$ cat config.mk
export PLATFORM = sky130hd
export DESIGN_NAME = esc_strip_fifo_flat
export DESIGN_NICKNAME = d
export VERILOG_FILES = /design/src/rtl/esc_strip_fifo_if.sv /design/src/rtl/esc_strip_fifo.sv /design/src/flat_wrapper.sv
export SDC_FILE = /design/constraint.sdc
export NUM_CORES = 1
export LEC_CHECK = 0
export CORE_ASPECT_RATIO = 1.4
export CORE_MARGIN = 2
export CORE_UTILIZATION = 57
export DETAILED_ROUTE_END_ITERATION = 8
export PLACE_DENSITY = 0.81
export SLEW_MARGIN = 0
export SYNTH_ARGS = -nofsm -noshare
export SYNTH_HDL_FRONTEND = slang
export SYNTH_SLANG_ARGS = --single-unit
$ cat constraint.sdc
create_clock -name clock -period 5.9 [get_ports clock]
set_input_delay 0.885 -clock clock [delete_from_list [all_inputs] [get_ports clock]]
set_output_delay 0.885 -clock clock [all_outputs]
set_load 0.01 [all_outputs]
$ cat src/rtl/esc_strip_fifo_if.sv
// esc_strip_fifo_if: handshake bundle for esc_strip_fifo.
//   dataIn/inValid/inReady    : upstream byte stream from the case-transform stage
//   dataOut/outValid/outReady : downstream text-byte stream
//   count, badCmd, dropCount  : status (fill level, sticky bad command, strip count)
// slave  : the FIFO's view of the bundle.
// master : the producer/consumer view of the bundle (testbench or surrounding logic).
interface esc_strip_fifo_if;
    logic [7:0] dataIn;
    logic       inValid;
    logic       inReady;
    logic [7:0] dataOut;
    logic       outValid;
    logic       outReady;
    logic [2:0] count;
    logic       badCmd;
    logic [7:0] dropCount;

    modport slave (
        input  dataIn, inValid, outReady,
        output inReady, dataOut, outValid, count, badCmd, dropCount
    );

    modport master (
        output dataIn, inValid, outReady,
        input  inReady, dataOut, outValid, count, badCmd, dropCount
    );
endinterface

$ cat src/rtl/esc_strip_fifo.sv
// esc_strip_fifo: 4-entry byte FIFO that strips escape sequences (1b xx) from
// the incoming stream. Bytes outside an escape are queued in order; the escape
// byte and the command byte after it are dropped and counted. A command byte
// other than L/U/N/C raises a sticky badCmd flag.
// Ports:
//   clock : sole clock, all state updates on posedge
//   reset : synchronous, active-high
//   bus   : esc_strip_fifo_if.slave (byte in/out handshakes and status)
module esc_strip_fifo (
    input  logic                  clock,
    input  logic                  reset,
    esc_strip_fifo_if.slave       bus
);
    typedef enum logic {TEXT, ESC} state_t;

    localparam logic [7:0] ESC_BYTE = 8'h1b;

    state_t     state, state_next;
    logic [7:0] mem [4];
    logic [1:0] rd_ptr, wr_ptr;
    logic [2:0] count;
    logic       bad_cmd;
    logic [7:0] drop_count;

    logic accept, pop, store, drop, bad_set;

    // Full means full: a pop in the same cycle does not open a slot.
    assign bus.inReady   = (count < 3'd4);
    assign bus.outValid  = (count != 3'd0);
    assign bus.dataOut   = mem[rd_ptr];
    assign bus.count     = count;
    assign bus.badCmd    = bad_cmd;
    assign bus.dropCount = drop_count;

    assign accept = bus.inValid && bus.inReady;
    assign pop    = bus.outValid && bus.outReady;

    // Decides, for each accepted byte, whether it is stored or stripped.
    always_comb begin
        // NOTE: every output of this block gets a default first so no path can infer a latch.
        state_next = state;
        store      = 1'b0;
        drop       = 1'b0;
        bad_set    = 1'b0;
        if (accept) begin
            unique case (state)
                TEXT: begin
                    if (bus.dataIn == ESC_BYTE) begin
                        drop       = 1'b1;
                        state_next = ESC;
                    end else begin
                        store = 1'b1;
                    end
                end
                ESC: begin
                    // Command byte is always consumed, even a second 1b.
                    drop       = 1'b1;
                    state_next = TEXT;
                    if (!(bus.dataIn inside {8'h4c, 8'h55, 8'h4e, 8'h43}))
                        bad_set = 1'b1;
                end
                default: state_next = TEXT;
            endcase
        end
    end

    // NOTE: non-blocking assignments for all sequential state so every register sees pre-edge values.
    always_ff @(posedge clock) begin
        if (reset) begin
            state      <= TEXT;
            rd_ptr     <= 2'd0;
            wr_ptr     <= 2'd0;
            count      <= 3'd0;
            bad_cmd    <= 1'b0;
            drop_count <= 8'd0;
        end else begin
            state <= state_next;
            if (store) wr_ptr <= wr_ptr + 2'd1;
            if (pop)   rd_ptr <= rd_ptr + 2'd1;
            if (store && !pop)      count <= count + 3'd1;
            else if (pop && !store) count <= count - 3'd1;
            if (bad_set) bad_cmd <= 1'b1;
            if (drop && drop_count != 8'hff) drop_count <= drop_count + 8'd1;
        end
    end

    // NOTE: storage is deliberately not reset; count/pointers alone define which entries are valid.
    always_ff @(posedge clock) begin
        if (store && !reset) mem[wr_ptr] <= bus.dataIn;
    end
endmodule

$ cat src/flat_wrapper.sv
// flat-port wrapper written by rule: the top's interface ports become plain ports
module esc_strip_fifo_flat 
  (clock, reset, bus_dataIn, bus_inValid, bus_outReady, bus_inReady, bus_dataOut, bus_outValid, bus_count, bus_badCmd, bus_dropCount);
  esc_strip_fifo_if bus_i ();
  input  logic clock;
  input  logic reset;
  input wire logic [$bits(bus_i.dataIn)-1:0] bus_dataIn;
  input wire logic [$bits(bus_i.inValid)-1:0] bus_inValid;
  input wire logic [$bits(bus_i.outReady)-1:0] bus_outReady;
  output wire logic [$bits(bus_i.inReady)-1:0] bus_inReady;
  output wire logic [$bits(bus_i.dataOut)-1:0] bus_dataOut;
  output wire logic [$bits(bus_i.outValid)-1:0] bus_outValid;
  output wire logic [$bits(bus_i.count)-1:0] bus_count;
  output wire logic [$bits(bus_i.badCmd)-1:0] bus_badCmd;
  output wire logic [$bits(bus_i.dropCount)-1:0] bus_dropCount;
  assign bus_i.dataIn = bus_dataIn;
  assign bus_i.inValid = bus_inValid;
  assign bus_i.outReady = bus_outReady;
  assign bus_inReady = bus_i.inReady;
  assign bus_dataOut = bus_i.dataOut;
  assign bus_outValid = bus_i.outValid;
  assign bus_count = bus_i.count;
  assign bus_badCmd = bus_i.badCmd;
  assign bus_dropCount = bus_i.dropCount;
  esc_strip_fifo u_core (.clock(clock), .reset(reset), .bus(bus_i));
endmodule
==> results of run 1 <==
==> metal layers <==
metal / routed length (um) / track usage (%) / up-vias
li1: - / - / 683
met1: 1650 / 25.2 / 729
met2: 2210 / 35.8 / 67
met3: 250 / 4.50 / 9
met4: 77 / 8.33 / 0
met5: 0 / 0 / -
==> cell usage in the layout (no fill, tap or decap), types with 5 or more instances in the layout <==
cell and count:
mux4_2 8, clkdlybuf4s50_1 33, clkbuf_8 5, inv_1 7, nor3b_1 5, ha_1 6
nor2_1 14, dfxtp_1 19, edfxtp_1 32, a21oi_1 5
==> critical path, delay by kind of cell <==
kind | cells | cell delay [ns]
and+or+nand+nor | 3 | 0.81
buffers and inverters | 3 | 0.74
AOI/OAI and AO/OA | 2 | 0.67
adders and majority gates | 2 | 0.60
xor gates and xnor gates | 1 | 0.16
==> flip-flops by register name, summed over array words and instances (netlist names), named ones only <==
register              count
u_core.rd_ptr             2
u_core.bus.badCmd         1
u_core.mem               32
u_core.wr_ptr             2
u_core.bus.dropCount      8
u_core.bus.count          3
u_core.state              1
==> through the flow <==
step,cell area [sq um],instances,util (%),worst slack (ns)
final,2730,242,74.3,2.24
after global routing,2730,242,74.3,2.03
after CTS,2730,242,74.3,2.27
after detailed placement,2600,234,70.7,1.97
after global placement,2600,234,70.7,2.15
after floorplan,2210,161,-,3.03
==> how the worst min path moves through the flow <==
stage	slack [ns]	cells past startpoint	startpoint	endpoint
floorplan	0.46	2	u_core.state$_SDFFE_PP0P_	u_core.state$_SDFFE_PP0P_
global placement	0.47	2	u_core.state$_SDFFE_PP0P_	u_core.state$_SDFFE_PP0P_
detailed placement	0.50	2	u_core.state$_SDFFE_PP0P_	u_core.state$_SDFFE_PP0P_
CTS	0.51	2	u_core.state$_SDFFE_PP0P_	u_core.state$_SDFFE_PP0P_
global route	0.54	2	u_core.state$_SDFFE_PP0P_	u_core.state$_SDFFE_PP0P_
finish	0.51	2	u_core.state$_SDFFE_PP0P_	u_core.state$_SDFFE_PP0P_
==> synthesized netlist by cell type (2+ instances only) <==
cell and n:
nand2_1 4, nor4_1 2, dfxtp_1 19, nor3_1 3, ha_1 6, nor2_1 14
nand4_1 3, inv_1 7, clkbuf_1 3, nor2b_1 2, xor2_1 4, a21oi_1 5
o31ai_1 3, mux4_2 8, or3_1 3, edfxtp_1 32, or4_1 3, mux2i_1 3
nand3_1 4, nand2b_1 3, nor3b_1 5, and4bb_1 2, nor4b_1 3
==> logic make-up (layout without fill, tap and decap cells) <==
family | Yosys count | after routing
xor+xnor | 5 | 5
compound gates | 16 | 16
fa+ha+maj | 7 | 7
simple gates | 55 | 55
flops | 51 | 51
mux | 13 | 13
buf+inv | 14 | 53
==> area by class of cell <==
cell class,count,area [sq um]
flip-flops and latches,51,1340
fillers,232,943
multi-input cells,96,816
repair buffers,37,360
clock buffers,6,72.6
clock inverters,2,60.1
well taps,42,52.6
inverters,8,30.0
==> power breakdown <==
group	switching (uW)	total (uW)	internal, uW
clock network	109	278	169
logic	99.8	242	142
registers	36.4	448	411
total	245	968	723
==> results by group, run 1 <==
Place
  – I/O Buffers: 33
  – Hpwl dp: 2970 um
  – Final GP Congestion: 0.794

Layout
  – Final #Nets: 218
  – Antenna cells: 0
  – Area grow syn2layout: 23.4%
  – Share of cells above drive strength 1: 12.5%

Critical path
  – Crit path to: u_core.bus.count[2]$_SDFFE_PP0P_
  – Nature of the critical path endpoint: flop
  – R2r setup slk: 3.40 ns
  – RR Startpoint: u_core.state$_SDFFE_PP0P_
  – Reg2reg end: u_core.bus.count[2]$_SDFFE_PP0P_
  – Crit Path Class: in2reg
  – Worst path slowest cell: clkdlybuf4s50_1
  – Critical path cell sequence: clkdlybuf4s50_1, and4bb_1, a21oi_2, nand2_2, inv_2, ha_1, inv_1, fa_1, xor2_1, or3_1, a21oi_1
  – WP data arrival: 3.87 ns
  – Crit path largest cell delay: 0.55 ns
  – Setup crit start: bus_dataIn[3]
  – R2R cell count: 9
  – Crit path max fanout: 14
  – Req. time, crit path: 6.12 ns
  – CP Launch Type: input pin

STA
  – Setup TNS Final: 0 ns
  – Setup violations, final: 0
  – Slew at the pin with the worst max-slew slack: 0.846 ns
  – RSZ-0062 raised after global routing: no
  – Clock skew: 0.00807 ns
  – Fin crit share: 62.0%
  – Fmax: 0.274 GHz
  – Final min period: 3.66 ns
  – Hold Worst Slack: 0.507 ns
  – Rel. slew slack: 43.4%
  – Max Slew Vio Count: 0
  – Final Hold Violating Endpoints: 0

Pwr
  – Peak VDD IR: 0.303 mV
  – LEAKAGE: 0.000917 uW
  – Total Power: 968 uW
  – Power per cell area: 354 nW/um^2

CTS
  – Clock Pin Slew Worst Setup and Hold Paths: 0.08 ns
  – TritonCTS Buffers: 5
  – Hold-fix buffers, CTS: 0
  – # clock sinks: 51
  – TritonCTS clock tree: yes
  – Max clock buf depth: 2
  – CTS resizes: 0
  – Clock latency on the worst-skew pair: 0.30 ns
  – Post-CTS Setup Bufs: 0
  – Root Buffer: clkbuf_8
  – H-tree depth: 2

Global routing
  – Antenna violations before repair: 0
  – Number of global-route vias before repair: 1481
  – First-pass GRT wire length: 7040 um
  – Largest net degree at the start of global routing: 26
  – Overall Global Routing Usage: 20.9%
  – GR Overflow Total: 0

Die
  – Initial Util: 60.2%
  – Die area: 4410 sq um
  – Core area: 3680 sq um
  – Die H: 77.8 um
  – Io pins: 34
  – Cell Rows: 26
  – Die extent in x: 56.7 um

Hold path
  – Worst Hold Class: reg2reg

Logic synthesis
  – Adder-cell share of the synthesized area: 4.29%
  – Seq cells post-synth: 51
  – Synth Area in XOR/XNOR: 1.98%
  – Syn_area_per_cell: 13.8 sq um
  – Post-synthesis cell type count: 43
  – Post-synthesis sequential area ratio: 60.6%
  – Synth Area in Simple Gates: 15.0%
  – Mux contribution to synthesized area: 10.5%
  – Synth top area cells: edfxtp_1, dfxtp_1, mux4_2
  – Cells after Synth: 161
  – Net Count, Synth: 180
  – Synth Area in Compound Gates: 5.03%
  – Ys Warns: 0
  – Main combinational cell family by area after synthesis: simple AND/OR/NAND/NOR gates
  – Post-synth EDFFs: 32
  – Ys flop type: edfxtp_1
  – Largest area contributor in the netlist: edfxtp_1
  – Post-synth top area share: 43.4%
  – Post-Syn Area: 2210 sq um
  – Synth async-reset ratio: 0%

Drt
  – ANT nets after route: 0
  – Via count: 1488
  – WL per Instance: 17.3 um
  – Vias/cell: 6.15
  – Pre-Repair DR Iteration Count: 4
  – DRC Markers: 0
  – DR iter-0 viols: 64
  – Final wirelength: 4190 um

Outcome
  – Outcome: finished clean

Flow run
  – Max_cap viols: 0
(Power assumes the default switching activity.)
==> inputs of run 2 (changes only) <==
Settings changed: CORE_UTILIZATION 57 to 53, PLACE_DENSITY 0.81 to 0.76.
Clock period 5.9 ns to 3.75 ns, I/O delays scaled along.
==> run 2 against run 1 <==
  * The run now ends with DRC left
  * Worst setup slack got worse by 1.8 ns
  * First-iteration DRC count shrank 34%
  * Sequential power rose by 57%
  * Via count increased by 1.1%
  * Flip-flop and latch count unchanged
  * Global-route usage is 0.96 points lower
  * Critical endpoint unchanged
  * Largest power group unchanged
  * Highest routed layer unchanged
==> results by group, run 2 (synthesis gave the netlist of run 1 again) <==
Layout
  – Area grow syn2layout: 23.8%
  – Largest Register: u_core.mem
  – Antenna cells: 0 (unchanged)
  – Layout Utilization: 68.8% (-5.6 points)
  – Commonest non-fill, non-tap cells in the layout: clkdlybuf4s50_1, edfxtp_1, dfxtp_1, nor2_1
  – Share of cells above drive strength 1: 14.2% (+1.7 points)
  – Final #Nets: 222 (+1.8%)
  – Commonest non-fill, non-tap cell in the layout: clkdlybuf4s50_1
  – Max reg flops: 32 (unchanged)

Die
  – Die extent in x: 58.6 um (+3.4%)
  – Cell Rows: 27 (+3.8%)
  – Die H: 80.5 um (+3.5%)
  – Io pins: 34 (unchanged)
  – Die area: 4720 sq um (+7.1%)
  – Initial Util: 55.6% (-4.7 points)
  – Core area: 3990 sq um (+8.4%)

STA
  – Final min period: 3.28 ns
  – Setup TNS Final: 0 ns (unchanged)
  – RSZ-0062 raised after global routing: no
  – Final Hold Violating Endpoints: 0 (unchanged)
  – Rel. slew slack: 59.5% (+16 points)
  – Slew at the pin with the worst max-slew slack: 0.608 ns (-0.238 ns)
  – Max Slew Vio Count: 0 (unchanged)
  – Fmax: 0.305 GHz
  – Clock skew: 0.0103 ns (+0.00228 ns)
  – Fin crit share: 87.5%
  – Setup violations, final: 0 (unchanged)

CTS
  – CTS resizes: 0 (unchanged)
  – Post-CTS Setup Bufs: 0 (unchanged)
  – Hold-fix buffers, CTS: 0 (unchanged)
  – Clock latency on the worst-skew pair: 0.30 ns (about the same)
  – TritonCTS Buffers: 5 (unchanged)
  – TritonCTS clock tree: yes
  – # clock sinks: 51 (unchanged)
  – H-tree depth: 2 (unchanged)
  – Max clock buf depth: 2 (unchanged)
  – Root Buffer: clkbuf_8
  – Clock Pin Slew Worst Setup and Hold Paths: 0.09 ns (about the same)

Critical path
  – Critical path cell sequence: clkdlybuf4s50_1, and4bb_1, a21oi_2, nand2_2, inv_2, ha_1, inv_1, fa_1, xor2_1, or3_1, a21oi_1
  – Crit Path Class: in2reg
  – R2r setup slk: 1.33 ns (-2.07 ns)
  – Nature of the critical path endpoint: flop
  – Req. time, crit path: 3.99 ns (-2.13 ns)
  – Worst Path Buf+Inv: 3 (unchanged)
  – Worst path slowest cell: clkdlybuf4s50_1
  – Cell family with the largest share of critical-path delay: buffers and inverters
  – Crit path max fanout: 14 (unchanged)
  – WP data arrival: 3.52 ns (-0.35 ns)
  – CP Launch Type: input pin
  – Crit path largest cell delay: 0.63 ns (+0.08 ns)

Drt
  – Met1 WL: 1690 um (+2.2%)
  – Top sig layer: met4
  – WL per Instance: 17.6 um (+1.6%)
  – Pre-Repair DR Iteration Count: 6 (+2)
  – ANT nets after route: 0 (unchanged)
  – Met2 WL: 2380 um (+8.1%)
  – DRC Markers: 2 (+2)
  – Via count: 1504 (+1.1%)
  – Met3 wire len: 200 um (-20%)
  – Vias/cell: 6.09 (-0.97%)
  – Final wirelength: 4340 um (+3.7%)
  – DR iter-0 viols: 42 (-34%)

Outcome
  – Outcome: finished with violations
  – Violated checks: DRC

Global routing
  – Largest net degree at the start of global routing: 26 (unchanged)
  – Antenna violations before repair: 0 (unchanged)
  – Number of global-route vias before repair: 1498 (+1.1%)
  – GR Overflow Total: 0 (unchanged)
  – Overall Global Routing Usage: 19.9% (-0.96 points)
  – First-pass GRT wire length: 6960 um (-1.2%)

Hold path
  – Worst Hold Class: reg2reg

Place
  – Final GP Congestion: 0.760 (-4.3%)
  – Hpwl dp: 3090 um (+4.3%)
  – I/O Buffers: 33 (unchanged)

Flow run
  – Max_cap viols: 0 (unchanged)

Pwr
  – Power per cell area: 534 nW/um^2 (+51%)
  – Peak VDD IR: 0.405 mV (+33%)
  – LEAKAGE: 0.000922 uW (+0.57%)
[run 2: area by class of cell]
class | instances | area (sq um)
Fill cell | 304 | 1240
Sequential cell | 51 | 1340
Inverter | 8 | 30.0
Multi-Input combinational cell | 96 | 816
Timing Repair Buffer | 41 | 390
Clock buffer | 6 | 72.6
Tap cell | 43 | 53.8
Clock inverter | 2 | 37.5
[run 2: path summary, 6_finish.rpt]
path / depth (start not counted) / startpoint / end
min: 2 / u_core.state$_SDFFE_PP0P_ / u_core.state$_SDFFE_PP0P_
max: 11 / bus_dataIn[5] / u_core.bus.count[2]$_SDFFE_PP0P_
min reg2reg: 2 / u_core.state$_SDFFE_PP0P_ / u_core.state$_SDFFE_PP0P_
max reg2reg: 9 / u_core.state$_SDFFE_PP0P_ / u_core.bus.count[2]$_SDFFE_PP0P_
[run 2: metrics by stage]
stage               total power (uW)  std cells  hold slack, ns  area [sq um]  setup slack [ns]
global route                    1530        247           0.526          2740             0.344
floorplan                        928        161           0.464          2210              1.20
CTS                             1480        247           0.500          2740             0.512
detailed placement              1110        239           0.491          2630             0.215
global placement                1090        239           0.477          2630             0.331
finish                          1460        247           0.502          2740             0.467
[run 2: power breakdown]
group | total [uW] | switching, uW | leakage, uW | internal (uW)
clock | 376 | 177 | 0.0000514 | 199
combinational | 383 | 157 | 0.000426 | 226
sequential | 704 | 56.7 | 0.000445 | 647
total | 1460 | 391 | 0.000922 | 1070
[run 2: worst register-to-register path, cell delays in order (launching register included)]
cell and delay [ns]:
dfxtp_1 0.34, a21oi_2 0.47, nand2_2 0.18, inv_2 0.12, ha_1 0.20, inv_1 0.06
fa_1 0.38, xor2_1 0.16, or3_1 0.31, a21oi_1 0.13
[run 2: routing by layer]
| metal | vias up | track usage, % |
|---|---|---|
| li1 | 696 | - |
| met1 | 744 | 20.9 |
| met2 | 53 | 37.6 |
| met3 | 11 | 3.86 |
| met4 | 0 | 7.95 |
| met5 | - | 0 |
